`src/rtl/addr_bus_arbiter.sv`:
```
// ---------------------------------------------------------------------------
// addr_bus_arbiter
//
// Shares one addressed peripheral bus among NUM_REQ requesters. A round-robin
// arbiter picks one requester per transaction, drives its address, direction
// and write data onto the shared bus, and waits for the peripheral ack. If no
// ack arrives within TIMEOUT cycles, the transfer is aborted with an error.
// Each transaction takes the sequence IDLE -> ACCESS -> DONE. All outputs
// are registered.
//
// Ports
//   clk               system clock, rising edge
//   rst_n             asynchronous active-low reset
//   req               per-requester request level
//   req_write         per-requester direction (1 = write, 0 = read)
//   req_addr          per-requester address, requester i at [i*ADDR_W +: ADDR_W]
//   req_wdata         per-requester write data, same packing with DATA_W
//   gnt               one-hot grant of the requester being served (ACCESS)
//   done              one-hot single-cycle completion pulse (DONE)
//   rsp_rdata         read data of the last completed transaction
//   rsp_err           1 when the last transaction timed out
//   bus_address       shared bus address
//   bus_read_enable   shared read enable
//   bus_write_enable  shared write enable
//   bus_wdata         shared write data
//   bus_rdata         read data returned by the addressed peripheral
//   bus_ack           peripheral completion strobe
// ---------------------------------------------------------------------------
module addr_bus_arbiter #(
   parameter int NUM_REQ = 4,
   parameter int ADDR_W  = 4,
   parameter int DATA_W  = 8,
   parameter int TIMEOUT = 15
) (
   input  logic                      clk,
   input  logic                      rst_n,
   input  logic [NUM_REQ-1:0]        req,
   input  logic [NUM_REQ-1:0]        req_write,
   input  logic [NUM_REQ*ADDR_W-1:0] req_addr,
   input  logic [NUM_REQ*DATA_W-1:0] req_wdata,
   output logic [NUM_REQ-1:0]        gnt,
   output logic [NUM_REQ-1:0]        done,
   output logic [DATA_W-1:0]         rsp_rdata,
   output logic                      rsp_err,
   output logic [ADDR_W-1:0]         bus_address,
   output logic                      bus_read_enable,
   output logic                      bus_write_enable,
   output logic [DATA_W-1:0]         bus_wdata,
   input  logic [DATA_W-1:0]         bus_rdata,
   input  logic                      bus_ack
);

   localparam int IDX_W = $clog2(NUM_REQ);
   localparam int CNT_W = $clog2(TIMEOUT + 1);

   typedef enum logic [1:0] {
      ST_IDLE   = 2'd0,
      ST_ACCESS = 2'd1,
      ST_DONE   = 2'd2
   } state_t;

   state_t              state_q, state_d;
   logic [IDX_W-1:0]    last_grant_q, last_grant_d;
   logic [IDX_W-1:0]    sel_q, sel_d;
   logic [CNT_W-1:0]    cnt_q, cnt_d;
   logic [NUM_REQ-1:0]  gnt_q, gnt_d;
   logic [NUM_REQ-1:0]  done_q, done_d;
   logic [DATA_W-1:0]   rsp_rdata_q, rsp_rdata_d;
   logic                rsp_err_q, rsp_err_d;
   logic [ADDR_W-1:0]   bus_address_q, bus_address_d;
   logic                rd_en_q, rd_en_d;
   logic                wr_en_q, wr_en_d;
   logic [DATA_W-1:0]   wdata_q, wdata_d;

   // Round-robin pick: first requesting index scanning upward from the
   // requester after the last one served, wrapping modulo NUM_REQ.
   logic                arb_found;
   logic [IDX_W-1:0]    arb_idx;
   logic [IDX_W-1:0]    arb_cand;

   always_comb begin
      arb_found = 1'b0;
      arb_idx   = '0;
      arb_cand  = '0;
      for (int k = 1; k <= NUM_REQ; k++) begin
         arb_cand = IDX_W'((int'(last_grant_q) + k) % NUM_REQ);
         if (!arb_found && req[arb_cand]) begin
            arb_found = 1'b1;
            arb_idx   = arb_cand;
         end
      end
   end

   // Next-state and registered-output logic.
   logic finish;

   always_comb begin
      state_d       = state_q;
      last_grant_d  = last_grant_q;
      sel_d         = sel_q;
      cnt_d         = cnt_q;
      gnt_d         = gnt_q;
      done_d        = '0;
      rsp_rdata_d   = rsp_rdata_q;
      rsp_err_d     = rsp_err_q;
      bus_address_d = bus_address_q;
      rd_en_d       = rd_en_q;
      wr_en_d       = wr_en_q;
      wdata_d       = wdata_q;
      finish        = 1'b0;

      case (state_q)
         ST_IDLE: begin
            if (arb_found) begin
               sel_d         = arb_idx;
               gnt_d         = NUM_REQ'(1) << arb_idx;
               bus_address_d = req_addr[arb_idx*ADDR_W +: ADDR_W];
               wdata_d       = req_wdata[arb_idx*DATA_W +: DATA_W];
               wr_en_d       = req_write[arb_idx];
               rd_en_d       = !req_write[arb_idx];
               cnt_d         = '0;
               state_d       = ST_ACCESS;
            end
         end

         ST_ACCESS: begin
            // Ack takes priority over an expiring timeout in the same cycle.
            if (bus_ack) begin
               rsp_rdata_d = wr_en_q ? '0 : bus_rdata;
               rsp_err_d   = 1'b0;
               finish      = 1'b1;
            end else if (cnt_q == CNT_W'(TIMEOUT - 1)) begin
               rsp_rdata_d = '0;
               rsp_err_d   = 1'b1;
               finish      = 1'b1;
            end else begin
               cnt_d = cnt_q + 1'b1;
            end

            if (finish) begin
               done_d        = gnt_q;
               gnt_d         = '0;
               bus_address_d = '0;
               wdata_d       = '0;
               rd_en_d       = 1'b0;
               wr_en_d       = 1'b0;
               state_d       = ST_DONE;
            end
         end

         ST_DONE: begin
            last_grant_d = sel_q;
            state_d      = ST_IDLE;
         end

         default: begin
            state_d = ST_IDLE;
         end
      endcase
   end

   always_ff @(posedge clk or negedge rst_n) begin
      if (!rst_n) begin
         state_q       <= ST_IDLE;
         last_grant_q  <= IDX_W'(NUM_REQ - 1);
         sel_q         <= '0;
         cnt_q         <= '0;
         gnt_q         <= '0;
         done_q        <= '0;
         rsp_rdata_q   <= '0;
         rsp_err_q     <= 1'b0;
         bus_address_q <= '0;
         rd_en_q       <= 1'b0;
         wr_en_q       <= 1'b0;
         wdata_q       <= '0;
      end else begin
         state_q       <= state_d;
         last_grant_q  <= last_grant_d;
         sel_q         <= sel_d;
         cnt_q         <= cnt_d;
         gnt_q         <= gnt_d;
         done_q        <= done_d;
         rsp_rdata_q   <= rsp_rdata_d;
         rsp_err_q     <= rsp_err_d;
         bus_address_q <= bus_address_d;
         rd_en_q       <= rd_en_d;
         wr_en_q       <= wr_en_d;
         wdata_q       <= wdata_d;
      end
   end

   assign gnt              = gnt_q;
   assign done             = done_q;
   assign rsp_rdata        = rsp_rdata_q;
   assign rsp_err          = rsp_err_q;
   assign bus_address      = bus_address_q;
   assign bus_read_enable  = rd_en_q;
   assign bus_write_enable = wr_en_q;
   assign bus_wdata        = wdata_q;

endmodule
```
`config.mk`:
```
export PLATFORM = sky130hd
export DESIGN_NAME = addr_bus_arbiter
export DESIGN_NICKNAME = d
export VERILOG_FILES = /design/src/rtl/addr_bus_arbiter.sv
export SDC_FILE = /design/constraint.sdc
export NUM_CORES = 1
export LEC_CHECK = 0
export ABC_AREA = 0
export CAP_MARGIN = 0
export CORE_AREA = 2 2 84 86
export CTS_BUF_LIST = sky130_fd_sc_hd__clkbuf_8
export CTS_CLUSTER_DIAMETER = 150
export CTS_CLUSTER_SIZE = 8
export DETAILED_ROUTE_END_ITERATION = 6
export DIE_AREA = 0 0 86 88
export PLACE_DENSITY = 0.67
export SLEW_MARGIN = 20
export SYNTH_ARGS = -nofsm -noshare
export SYNTH_HDL_FRONTEND = slang
export SYNTH_SLANG_ARGS = --single-unit
```
`constraint.sdc`:
```
create_clock -name clk -period 5.33 [get_ports clk]
set_clock_uncertainty 0.05 [all_clocks]
set_input_delay 0.7995 -clock clk [delete_from_list [all_inputs] [get_ports clk]]
set_output_delay 0.7995 -clock clk [all_outputs]
set_load 0.01 [all_outputs]
```
# Word-level counts from Yosys, hierarchy flattened
# Index checks and enable logic that the tools add are counted.
[totals]
reg_bits = 41
input_bits = 67
output_inout_bits = 31
wordCells = 95
[classes]
add_sub_neg = 5
n_lt_le_gt_ge = 5
n_eq_ne = 7
shifts = 3
n_mux = 48
n_reduce_logical = 15
[op_table]
columns = ["operator", "n"]
rows = [
  ["$mux 8", 5],
  ["$mux 4", 8],
  ["$shiftx 32x6->8", 1],
  ["$pmux 4 s2", 3],
  ["$mux 1", 17],
  ["$pmux 8 s2", 1],
  ["$shiftx 16x5->4", 1],
  ["$lt 2x3->1 const B", 5],
  ["$mux 2", 6],
  ["$bmux 1 s2", 5],
  ["$ne 2x2->1 const B", 4],
  ["$reduce_and 2->1", 3],
  ["$add 2x1->2 const B", 2],
  ["$add 2x2->2 const B", 2],
  ["$add 4x1->4 const B", 1],
  ["$eq 4x4->1 const B", 1],
  ["$logic_not 1->1", 4],
  ["$pmux 1 s2", 2],
  ["$pmux 2 s2", 1],
  ["$reduce_and 4->1", 1],
  ["$reduce_bool 2->1", 2],
  ["$shl 1x2->4 const A", 1],
  ["$logic_and 1x1->1", 3],
  ["$reduce_and 3->1", 1],
  ["3 further kinds", 3],
]

# Depth between registers and ports, before layout
[depth]
ltp_word = 18
mapped_depth = 10
ltp_nobuf = 8

# Worst setup path before layout
# OpenSTA, ideal clock, no wires.
[synth_timing]
path_kind = "in2reg"
start = "input req[3]"
end = "register wdata_q[6] (netlist: bus_wdata[6])"
setup_time_ns = 0.126
arrival_ns = 2.457
required_time_ns = 5.154
setup_slack_ns = 2.696
cell_stages = 8
path_buffers = 3
cell_sequence = "buf_6 > nor2b_4 > o21a_1 > buf_6 > nor3_4 > buf_6 > mux2_1 > a221o_1"
[synth_via]
elab_chain_cells = 15
word_cells_on_any_way = 27
classes_between = "1 x eq/ne; 1 x shift; 18 x mux; 7 x reduce/logical"
[synth_lines]
columns = ["element", "line", "text"]
rows = [
  ["from (decl)", "37", "input logic [NUM_REQ-1:0] req,"],
  ["$bmux 1 s2", "87", "if (!arb_found && req[arb_cand]) begin"],
  ["$mux 1 (implied by the code)", "87", ""],
  ["$mux 1", "87", ""],
  ["$logic_not 1->1", "87", ""],
  ["$logic_and 1x1->1", "87", ""],
  ["$mux 1", "87", ""],
  ["$logic_not 1->1", "87", ""],
  ["$logic_and 1x1->1", "87", ""],
  ["$mux 1", "87", ""],
  ["$logic_not 1->1", "87", ""],
  ["$logic_and 1x1->1", "87", ""],
  ["$mux 2", "87", ""],
  ["$shiftx 32x6->8", "118", "wdata_d = req_wdata[arb_idx*DATA_W +: DATA_W];"],
  ["$mux 8", "114", "if (arb_found) begin"],
  ["$pmux 8 s2", "112", "case (state_q)"],
  ["to (signal assigned)", "188", "wdata_q <= wdata_d;"],
  ["to (decl)", "73", "logic [DATA_W-1:0] wdata_q, wdata_d;"],
]
# Several ways; a longest one is shown, not always the timed one. The select of a mux whose other input is x is not followed.
# A chain may end at the register's enable or synchronous reset.

# Worst setup path in the final report
[layout_timing]
start = "input req[3]"
end = "register wdata_q[4] (netlist: bus_wdata[4])"
# Same word-level chain as after synthesis.

==> results.cfg <==
[synthesis]
syn_inst = 203
synthArstFlopShare = 1.000
ys_ff_latch = 41
synth_top_family_by_area = compound AO/OA/AOI/OAI gates
synthFlopType = dfrtp_1
synth_area_um2 = 2196
synth_compound_area_frac = 0.2450
syn-num-nets = 272
synth_area_leaders = dfrtp_1 (44%), mux2_2 (4.6%), a221o_1 (4.6%), a22o_1 (3.6%), o31ai_1 (3.4%)
ys_types = 49
yosysTopAreaCell = dfrtp_1
synth-edff-count = 0
synth_fa_ha_area_frac = 0.01140
synth-simple-area-share = 0.1556
synth.avg_cell_area_um2 = 10.82
yosysWarnings = 0
synth_xor_area_frac = 0.007977
synth-seq-area-share = 0.4684
synthMuxAreaShare = 0.07407
synth_top_area_frac = 0.4444

[sta]
relSlewSlack = 0.3914
hold_viol = 0
slew_violations = 0
timing.fmax_mhz = 307.5
tightest_slew_ns = 0.9129
rsz0062_at_grt = no
timing.final.crit_share = 0.6102
fin_tns_setup_ns = 0
setup_viol = 0
fin_crit_ns = 3.252

[critical_path]
arrival_ns = 3.38
crit_path_max_fanout = 17
required_ns = 5.46
worst-setup-path-type = in2reg
r2r_cells = 5
critPathCaptureType = flop
r2r-end = bus_wdata[4]
r2r-start = last_grant_q[0]
rrSetupSlack_ns = 2.72
worstSetupStartpointType = primary input

[cts]
cts_setup_buffers = 0
cts_tree = done
cts_buffers = 5
clkTransAtPathRegs_ns = 0.08
clk_latency_ns = 0.30
cts_root_buf = clkbuf_8
htreeDepth = 2
clk_path_buf_depth = 2
clock_sinks = 41
postCtsHoldBufs = 0
cts_resized = 0

[final_layout]
multiInputGateArea_um2 = 1087
antenna_cells = 0
syn2layout_area_growth_pct = 50.31
finish.instance_area_um2 = 3301
layout-drive-gt1-share = 0.09699
nets = 367
seqCellArea_um2 = 1028
nFillCells = 615

[drt]
viasPerCell = 5.435
first_pass_iters = 4
drt_iter0_drc = 67
vias = 2060
drt-total-wl_mm = 6.487
wl_per_cell_um = 17.12
ant_nets = 0
drc_errors = 0

[die]
die_x_um = 86
std_cell_rows = 30
top_level_ports = 98
dieArea_um2 = 7568
initial_utilization = 0.3305
die_y_um = 88
core_um2 = 6644

[global_route]
grt_usage = 0.1688
antenna_found_initial = 0
grt_pass1_vias = 2033
grt_max_degree = 42
grt_pass1_wl_mm = 9.949
overflow = 0

[outcome]
status = complete, no violations

[power]
peakVddDrop_mv = 0.1365
leakage_nw = 1.354
powerDensity_nw_per_um2 = 440.5

[hold_path]
hold-path-cell-count = 1
holdPathEnd = gnt[3]
hold_class = reg2reg
worstHoldStart = gnt[3]

[place]
placed_cell_area_um2 = 3204
portBuffers = 97
dp_hpwl_mm = 4.954
gp_congestion = 0.7788

[flow_run]
drv_cap = 0
[worst max-delay path by stage]
stage	depth (start not counted)	slack, ns	start	end
final	6	2.08	req[3]	bus_wdata[4]
after global routing	6	2.01	req[3]	bus_wdata[7]
after CTS	6	2.10	req[3]	bus_wdata[4]
after detailed placement	6	1.78	req[3]	bus_wdata[4]
after global placement	6	1.83	req[3]	bus_wdata[4]
after floorplan	8	2.70	req[3]	bus_wdata[6]
[metrics by stage]
step	setup slack (ns)	util	hold WS, ns	cells	total power [mW]
after global routing	2.007	0.4968	0.4814	379	1.552
after global placement	1.825	0.4819	0.4161	371	1.235
after CTS	2.097	0.4968	0.4571	379	1.469
final	2.078	0.4968	0.4517	379	1.454
after detailed placement	1.779	0.4823	0.4391	371	1.249
after floorplan	2.696	-	0.3994	203	0.9258
[metal layers]
metal  GRT usage  wire length, µm  part of all wire  up-vias
met5           0                0                 0        -
met3     0.02922              290             0.045        4
li1            -                -                 -      976
met2      0.2896             3428              0.53       56
met1      0.2180             2707              0.42     1024
met4     0.05195               59            0.0091        0
[layout by cell type (no fill, tap or decap), types with 2 or more instances in the layout]
cell and n:
clkdlybuf4s50_1 96, nand2b_1 4, mux2_2 9, ha_1 2, nor2_1 8, nand4_1 8, nand2_1 10, clkbuf_8 6
a21o_1 4, o21ai_1 2, o211ai_1 3, and2_1 4, a22oi_1 3, nor2b_1 3, o21ai_0 4, o31ai_1 10
nor3_1 3, o21a_1 3, inv_1 3, a21oi_1 11, nand3_1 10, dfrtp_1 39, a22o_1 9, xnor2_1 2
nor4_1 2, dfstp_2 2, a221o_1 10, mux2i_1 5
[critical path, cell delays in order]
cell	delay [ns]
clkdlybuf4s50_1	0.58
nor2b_4	0.21
o21a_1	0.32
nor3_4	0.72
mux2_2	0.42
a221o_1	0.33
[power by group]
part / switching (mW) / internal, mW / total, mW
Sequential: 0.0918 / 0.435 / 0.527
Combinational: 0.331 / 0.379 / 0.711
Clock: 0.112 / 0.105 / 0.217
Total: 0.535 / 0.919 / 1.45
[registers in the layout (all words and copies together) (netlist names)]
signal / count
bus_address: 4
bus_read_enable: 1
bus_wdata: 8
bus_write_enable: 1
cnt_q: 4
done: 4
gnt: 4
last_grant_q: 2
rsp_err: 1
rsp_rdata: 8
sel_q: 2
state_q: 2
[synth_stat cells (2+ instances only)]
library cell  number
buf_2              5
nor3_1             3
ha_1               2
a21o_1             4
inv_1              3
mux2_2             9
a22o_1             9
a22oi_1            3
a21oi_1           11
nor4_1             2
o31ai_1           10
nand2b_1           4
mux2i_1            5
o21ai_1            2
xnor2_1            2
o211ai_1           3
nand2_1           10
buf_6              3
dfrtp_1           39
dfstp_2            2
o21a_1             3
and2_1             4
nand4_1            8
nand3_1           10
nor2_1             9
o21ai_0            4
a221o_1           10
nor2b_1            3
[cells by family after synthesis]
| logic type | Yosys count |
|---|---|
| XOR/XNOR | 2 |
| AND/OR/NAND/NOR | 61 |
| adder cells (fa/ha/maj) | 2 |
| AO/OA/AOI/OAI | 68 |
| multiplexers | 15 |
| buffers and inverters | 14 |
| flip-flops | 41 |
[area by class of cell]
type / count / share of cell area
clock buffer: 6 / 0.02502
clock inverter: 2 / 0.004170
inverter: 4 / 0.004549
multi-input combinational: 148 / 0.3294
sequential: 41 / 0.3116
tap: 80 / 0.03033
timing repair buffer: 98 / 0.2949
(Power assumes the default switching activity.)
